[config.mk]
export PLATFORM = sky130hd
export DESIGN_NAME = spi_ram_arbiter
export DESIGN_NICKNAME = d
export VERILOG_FILES = /design/src/rtl/spi_ram_arbiter.sv
export SDC_FILE = /design/constraint.sdc
export NUM_CORES = 1
export LEC_CHECK = 0
export ABC_CLOCK_PERIOD_IN_PS = 1850
export CAP_MARGIN = 5
export CORE_UTILIZATION = 30
export CTS_BUF_LIST = sky130_fd_sc_hd__clkbuf_16
export CTS_CLUSTER_DIAMETER = 40
export DETAILED_ROUTE_END_ITERATION = 16
export PLACE_DENSITY = 0.51
export SETUP_SLACK_MARGIN = 0.3
export SLEW_MARGIN = 5
export SYNTH_ARGS = -nofsm -noshare
export SYNTH_HDL_FRONTEND = slang
export SYNTH_SLANG_ARGS = --single-unit
export TNS_END_PERCENT = 1
[constraint.sdc]
create_clock -name clk -period 1.85 [get_ports clk]
set_clock_uncertainty 0.2 [all_clocks]
set_input_delay 0.555 -clock clk [delete_from_list [all_inputs] [get_ports clk]]
set_output_delay 0.555 -clock clk [all_outputs]
set_load 0.01 [all_outputs]
[src/rtl/spi_ram_arbiter.sv]
// spi_ram_arbiter
//   Shares one single-port synchronous RAM between an SPI slave command
//   stream and a local host requester. Only one RAM access is in flight
//   at a time. When both sides are waiting, the side that was not served
//   last is served next.
//
// Ports
//   clk, rst_n              clock; asynchronous active-low reset
//   spi_rx_data/valid       10-bit SPI word {cmd[1:0], payload}
//                           00 = set wr_addr, 10 = set rd_addr,
//                           01 = write payload, 11 = read
//   spi_tx_data/valid       read data returned to the SPI slave (strobe)
//   spi_ovf                 pulse: an SPI access was dropped (one already pending)
//   host_req/we/addr/wdata  host request; held stable until host_gnt
//   host_gnt                pulse: the host access is on the RAM this cycle
//   host_rdata/rvalid       read data returned to the host (strobe)
//   ram_en/we/addr/wdata    RAM controls, all registered
//   ram_rdata               RAM read data, valid the cycle after a read
module spi_ram_arbiter #(
    parameter int ADDR_SIZE = 8,
    parameter int DATA_SIZE = 8
) (
    input  logic                 clk,
    input  logic                 rst_n,
    input  logic [ADDR_SIZE+1:0] spi_rx_data,
    input  logic                 spi_rx_valid,
    output logic [DATA_SIZE-1:0] spi_tx_data,
    output logic                 spi_tx_valid,
    output logic                 spi_ovf,
    input  logic                 host_req,
    input  logic                 host_we,
    input  logic [ADDR_SIZE-1:0] host_addr,
    input  logic [DATA_SIZE-1:0] host_wdata,
    output logic                 host_gnt,
    output logic [DATA_SIZE-1:0] host_rdata,
    output logic                 host_rvalid,
    output logic                 ram_en,
    output logic                 ram_we,
    output logic [ADDR_SIZE-1:0] ram_addr,
    output logic [DATA_SIZE-1:0] ram_wdata,
    input  logic [DATA_SIZE-1:0] ram_rdata
);

    typedef enum logic [1:0] {IDLE = 2'd0, ACCESS = 2'd1, RD_WAIT = 2'd2} state_t;
    typedef enum logic {GRANT_HOST = 1'b0, GRANT_SPI = 1'b1} grant_t;

    // Command bit 0 marks a RAM access; bit 1 selects the read side.
    logic [1:0]           spi_cmd;
    logic [ADDR_SIZE-1:0] spi_payload;
    logic                 spi_access;

    assign spi_cmd     = spi_rx_data[ADDR_SIZE+1:ADDR_SIZE];
    assign spi_payload = spi_rx_data[ADDR_SIZE-1:0];
    assign spi_access  = spi_rx_valid & spi_cmd[0];

    state_t               state, state_d;
    grant_t               last_grant, owner, owner_d, winner;
    logic                 spi_pend, pend_we, clear_pend;
    logic [ADDR_SIZE-1:0] pend_addr, wr_addr, rd_addr;
    logic [DATA_SIZE-1:0] pend_data;

    logic                 ram_en_d, ram_we_d, host_gnt_d;
    logic [ADDR_SIZE-1:0] ram_addr_d;
    logic [DATA_SIZE-1:0] ram_wdata_d;
    logic                 spi_tx_valid_d, host_rvalid_d;
    logic [DATA_SIZE-1:0] spi_tx_data_d, host_rdata_d;

    // Next-state and next-output logic.
    // NOTE: every signal written here gets a default first, so no path can
    // leave one unassigned and infer a latch.
    always_comb begin
        winner         = (spi_pend && (!host_req || last_grant == GRANT_HOST))
                         ? GRANT_SPI : GRANT_HOST;
        state_d        = state;
        owner_d        = owner;
        clear_pend     = 1'b0;
        ram_en_d       = 1'b0;
        ram_we_d       = 1'b0;
        ram_addr_d     = ram_addr;
        ram_wdata_d    = ram_wdata;
        host_gnt_d     = 1'b0;
        spi_tx_valid_d = 1'b0;
        spi_tx_data_d  = spi_tx_data;
        host_rvalid_d  = 1'b0;
        host_rdata_d   = host_rdata;

        unique case (state)
            IDLE: begin
                if (spi_pend || host_req) begin
                    // Controls are registered here so the RAM sees them in ACCESS.
                    owner_d  = winner;
                    ram_en_d = 1'b1;
                    if (winner == GRANT_SPI) begin
                        ram_we_d    = pend_we;
                        ram_addr_d  = pend_addr;
                        ram_wdata_d = pend_data;
                    end else begin
                        ram_we_d    = host_we;
                        ram_addr_d  = host_addr;
                        ram_wdata_d = host_wdata;
                        host_gnt_d  = 1'b1;
                    end
                    state_d = ACCESS;
                end
            end
            ACCESS: begin
                clear_pend = (owner == GRANT_SPI);
                state_d    = ram_we ? IDLE : RD_WAIT;
            end
            RD_WAIT: begin
                // Data goes back only to the side that issued the read.
                if (owner == GRANT_SPI) begin
                    spi_tx_data_d  = ram_rdata;
                    spi_tx_valid_d = 1'b1;
                end else begin
                    host_rdata_d  = ram_rdata;
                    host_rvalid_d = 1'b1;
                end
                state_d = IDLE;
            end
            default: state_d = IDLE;
        endcase
    end

    // Arbiter state, ownership and all registered outputs.
    // NOTE: sequential state uses non-blocking assignments so every register
    // samples the pre-edge values, independent of statement order.
    always_ff @(posedge clk or negedge rst_n) begin
        if (!rst_n) begin
            state        <= IDLE;
            owner        <= GRANT_HOST;
            last_grant   <= GRANT_HOST;
            ram_en       <= 1'b0;
            ram_we       <= 1'b0;
            ram_addr     <= '0;
            ram_wdata    <= '0;
            host_gnt     <= 1'b0;
            spi_tx_data  <= '0;
            spi_tx_valid <= 1'b0;
            host_rdata   <= '0;
            host_rvalid  <= 1'b0;
        end else begin
            state        <= state_d;
            owner        <= owner_d;
            if (ram_en_d) last_grant <= owner_d;
            ram_en       <= ram_en_d;
            ram_we       <= ram_we_d;
            ram_addr     <= ram_addr_d;
            ram_wdata    <= ram_wdata_d;
            host_gnt     <= host_gnt_d;
            spi_tx_data  <= spi_tx_data_d;
            spi_tx_valid <= spi_tx_valid_d;
            host_rdata   <= host_rdata_d;
            host_rvalid  <= host_rvalid_d;
        end
    end

    // SPI command decode: address latches, the single pending access, overflow.
    // The pending access snapshots its address at the strobe, so later
    // address commands cannot retarget it.
    always_ff @(posedge clk or negedge rst_n) begin
        if (!rst_n) begin
            spi_pend  <= 1'b0;
            pend_we   <= 1'b0;
            pend_addr <= '0;
            pend_data <= '0;
            wr_addr   <= '0;
            rd_addr   <= '0;
            spi_ovf   <= 1'b0;
        end else begin
            spi_ovf <= spi_access & spi_pend;
            if (clear_pend) begin
                spi_pend <= 1'b0;
            end else if (spi_access && !spi_pend) begin
                spi_pend  <= 1'b1;
                pend_we   <= ~spi_cmd[1];
                pend_addr <= spi_cmd[1] ? rd_addr : wr_addr;
                pend_data <= DATA_SIZE'(spi_payload);
            end
            if (spi_rx_valid && !spi_cmd[0]) begin
                if (spi_cmd[1]) rd_addr <= spi_payload;
                else            wr_addr <= spi_payload;
            end
        end
    end

endmodule

After elaboration in Yosys (flattened, before gate mapping)

Index checks and enable logic that the tools add are counted.
W data, S select, Z words.

Bits in registers: 76
Output and inout port bits: 38
Input port bits: 39

Reduce and logical (&&, ||, !) cells: 16
Multiplexer cells: 24
Equality and inequality tests: 3
Bitwise logic cells: 6

Operators by type and width:

| cell                 | count |
|---|---|
| $mux W8              | 3 |
| $mux W1              | 18 |
| $reduce_and A2 Y1    | 6 |
| $mux W2              | 2 |
| $not A1 Y1           | 4 |
| $pmux W2 S2          | 1 |
| $logic_and A1 B1 Y1  | 3 |
| $logic_not A1 Y1     | 3 |
| $and A1 B1 Y1        | 2 |
| $eq A2 B1 Y1 const B | 1 |
| $eq A2 B2 Y1 const B | 1 |
| $logic_not A2 Y1     | 1 |
| $logic_or A1 B1 Y1   | 2 |
| $ne A2 B2 Y1 const B | 1 |
| $reduce_bool A2 Y1   | 1 |

Longest topological paths before layout

Depth after elaboration: 7
Depth in mapped cells: 6
Depth with buffers taken out: 4

Worst setup path before layout

No wires, ideal clock.

Path type: input-to-reg
Start: input spi_rx_data[8]
End: register pend_addr[7]
Data required time: 1.523 ns
Setup time: 0.127 ns
Arrival: 1.448 ns
Buffers on the path: 1
Path slack: 0.075 ns
Cell stages on the path: 4
Path through: nand2_1 -> nor3_4 -> buf_6 -> mux2_1

Word-level cells in the longest chain between the ends: 3

RTL lines:

| item                        | line | source |
|---|---|---|
| start, declared             | 25   | `input logic [ADDR_SIZE+1:0] spi_rx_data,` |
| $and A1 B1 Y1               | 54   | `assign spi_access = spi_rx_valid & spi_cmd[0];` |
| $logic_and A1 B1 Y1         | 174  | `end else if (spi_access && !spi_pend) begin` |
| $reduce_and A2 Y1 (no line) | --   |  |
| end signal, assigned        | 177  | `pend_addr <= spi_cmd[1] ? rd_addr : wr_addr;` |
| end, declared               | 59   | `logic [ADDR_SIZE-1:0] pend_addr, wr_addr, rd_addr;` |

No other way between the ends.
A chain may end at the register's enable or synchronous reset.

Worst setup path after layout

Start: input host_req
End: register owner

Word-level cells in the longest chain between the ends: 6
Elaborated cells between the ends (all ways): 7
Classes of those cells: mux: 3; reduce/logical: 4

RTL lines:

| item                 | line | source |
|---|---|---|
| start, declared      | 30   | `input logic host_req,` |
| $logic_not A1 Y1     | 72   | `winner = (spi_pend && (!host_req \|\| last_grant == GRANT_HOST))` |
| $logic_or A1 B1 Y1   | 72   |  |
| $logic_and A1 B1 Y1  | 72   |  |
| $mux W1              | 73   | `? GRANT_SPI : GRANT_HOST;` |
| $mux W1 *            | 89   | `if (spi_pend \|\| host_req) begin` |
| $mux W1 *            | 87   | `unique case (state)` |
| named net owner_d    | 57   | `grant_t last_grant, owner, owner_d, winner;` |
| end signal, assigned | 144  | `owner <= owner_d;` |
| end, declared        | 57   |  |

Mark *: on every way through the listed nets, which the timed path passes. The rest lies on a longest branch.

==> metrics.csv <==
metric;value;unit
async set-reset flop share out of synthesis;100.0;%
setup_tns;0;ps
Reg clk slew, reported paths;60;ps
post-DP HPWL;4989;um
antenna cells;0;
# Max-Cap Violations;0;
IO Pins;77;
Tot Pwr;7.270;mW
DR pass1 iterations;4;
die height;103.3;um
fin nets;375;
PwrDens;1603;nW/um^2
Area Overhead vs Synth;47.38;%
Final period util;92.97;%
RSZ-0062 raised after global routing;true;
vias in the first global route;2207;
register bit count reported by yosys;76;
minimum clock period;1720;ps
Crit Path Class;input pin to flip-flop;
Synth Area per Inst;13.09;um^2
H-tree lvl count;3;
ranking of synthesized cells by area;dfrtp_1 (62%), mux2_2 (17%), nand2_1 (4.3%), a31oi_1 (3.5%), mux2_1 (3.3%);
clk sinks;76;
num rows;36;
clk_lat worst skew;330;ps
Synth Flop Type;dfrtp_1;
Initial Util;31.19;%
Core Util, Final;45.97;%
share of cells above drive strength 1;28.74;%
hold path start;ram_we;
DRC;0;
CP Launch Type;input pin;
Ys Warns;0;
grt ovf;0;
Die X;103.3;um
Core ar.;9864;um^2
Gate Count Post-Synth;235;
drt via density;4.536;
worst-path fanout max;5;
Bufs on Longest Clock Path;2;
number of nets with antenna violations after routing;0;
Vias;2150;
Worst-Margin Slew;483.1;ps
Leak;1.976;nW
initial antenna violation count;0;
final setup fails;0;
die area;10660;um^2
CTS tree;done;
Synth cell types;24;
post-synth top area share;61.81;%
status;completed;
Root Driver;clkbuf_16;
Max IR drop VDD;0.0005611;V
global-route usage over all layers;14.88;%
sequential area share after synthesis;61.81;%
Hold Path Class;flip-flop to flip-flop;
fmax;581.4;MHz
CP Capture Type;flip-flop;
Max Slew Vio Count;0;
Post-Syn Area;3077;um^2
CTS Buf Count;9;
crit path DAT;1740;ps
area leader, netlist;dfrtp_1;
r2r startpoint;owner;
I/O Buffers;76;
largest net degree at the start of global routing;36;
initial DRC count;50;
worst rel slew slack;67.70;%
Final Hold Viols;0;
Worst EP required;1870;ps
Post-synth EDFFs;0;
gpl congestion;0.7182;
Post-Synthesis Net Count;274;
drt wl/cell;15.09;um
CP Launch Point;host_req;
setup ws final;130.1;ps
pre-CTS setup slack;-372.1;ps
WL final;7152;um
first-pass GRT wire length;11580;um
## cell usage in the layout (no fill, tap or decap), types with 2 or more instances in the layout
cell type        Yosys  routed
dfrtp_1             76      76
mux2_2              47      47
nand2_1             35      35
clkdlybuf4s15_1      0      35
clkdlybuf4s50_1      0      34
a21oi_1             19      19
a31oi_1             17      17
buf_4                0      17
mux2_1               9       9
clkbuf_16            0       9
buf_12               0       5
inv_1                3       4
nor2_1               3       3
clkinv_2             0       3
buf_2                8       3
nand3b_1             2       2
nor3b_1              2       2
bufinv_16            0       2
dlygate4sd2_1        0       2
buf_6                1       2
## through the flow
step                      hold slack [ps]  instances  instance area, um^2
final                               221.5        474                 4534
after detailed placement            217.9        452                 4148
after floorplan                     59.41        235                 3077
after CTS                           227.2        472                 4513
after global routing                256.5        474                 4534
after global placement              223.9        452                 4148
## power breakdown
| group | switching, mW | leakage (nW) | internal, mW |
|---|---|---|---|
| Clock | 0.634 | 0.158 | 1.16 |
| Sequential | 0.388 | 0.902 | 2.39 |
| Combinational | 1.24 | 0.916 | 1.45 |
| Total | 2.27 | 1.98 | 5.00 |
## Yosys cell counts (2+ instances only)
master / instances
nor3b_1: 2
inv_1: 3
buf_2: 8
nand2_1: 35
dfrtp_1: 76
nand3b_1: 2
clkbuf_1: 2
a21oi_1: 19
a31oi_1: 17
mux2_2: 47
mux2_1: 9
nor2_1: 3
## kinds of logic after synthesis
kind of cell           after synthesis  share of synthesized area, %
and+or+nand+nor                     48                         7.442
muxes                               57                         20.82
buffers and inverters               15                         2.399
AOI/OAI and AO/OA                   39                         7.523
DFF                                 76                         61.81
## flip-flops by register name, summed over array words and instances (netlist names)
signal / count
rd_addr: 8
pend_we: 1
host_rdata: 8
ram_we: 1
ram_addr: 8
last_grant: 1
spi_tx_valid: 1
ram_wdata: 8
state: 2
wr_addr: 8
spi_pend: 1
spi_tx_data: 8
host_gnt: 1
pend_addr: 8
spi_ovf: 1
pend_data: 8
host_rvalid: 1
owner: 1
ram_en: 1
## metal layers
layer  vias up  GRT usage [%]  wire length (um)
li1       1028              -                 -
met1      1048          19.00              3345
met2        67          24.15              3342
met3         7          5.175               398
met4         0          3.900                66
met5         -              0                 0
## cell type report
type,count,area [um^2]
clock buffers,9,225.2
well taps,133,166.4
repair buffers,101,1022
flip-flops and latches,76,1902
inverters,4,17.52
clock inverters,7,82.58
multi-input cells,144,1119
fillers,935,5330
## final timing paths
| check | to | slack, ps | cells after the start |
|---|---|---|---|
| max in group asynchronous | pend_addr[2] | 510 | 3 |
| min in group asynchronous | spi_tx_valid | 460 | 2 |
| worst max register to register | pend_data[6] | 150 | 5 |
| worst min-delay path | state[1] | 220 | 1 |
| worst min register to register | state[1] | 220 | 1 |
| worst max-delay path | owner | 130 | 5 |
## worst max-delay path: stages
cell,delay [ps]
clkdlybuf4s50_1,520
or2_4,200
nand2_2,90
buf_4,160
a22o_1,210
## repair_timing
item	in CTS	in global routing
hold buffers	1	0
hold endpoints to repair	19	0
setup buffers	2	2
gates resized for setup	92	3
endpoints found under the setup margin	100	109
pin swaps	1	1
gates cloned	1	0
Note: power is estimated with default switching activity, not from simulation.
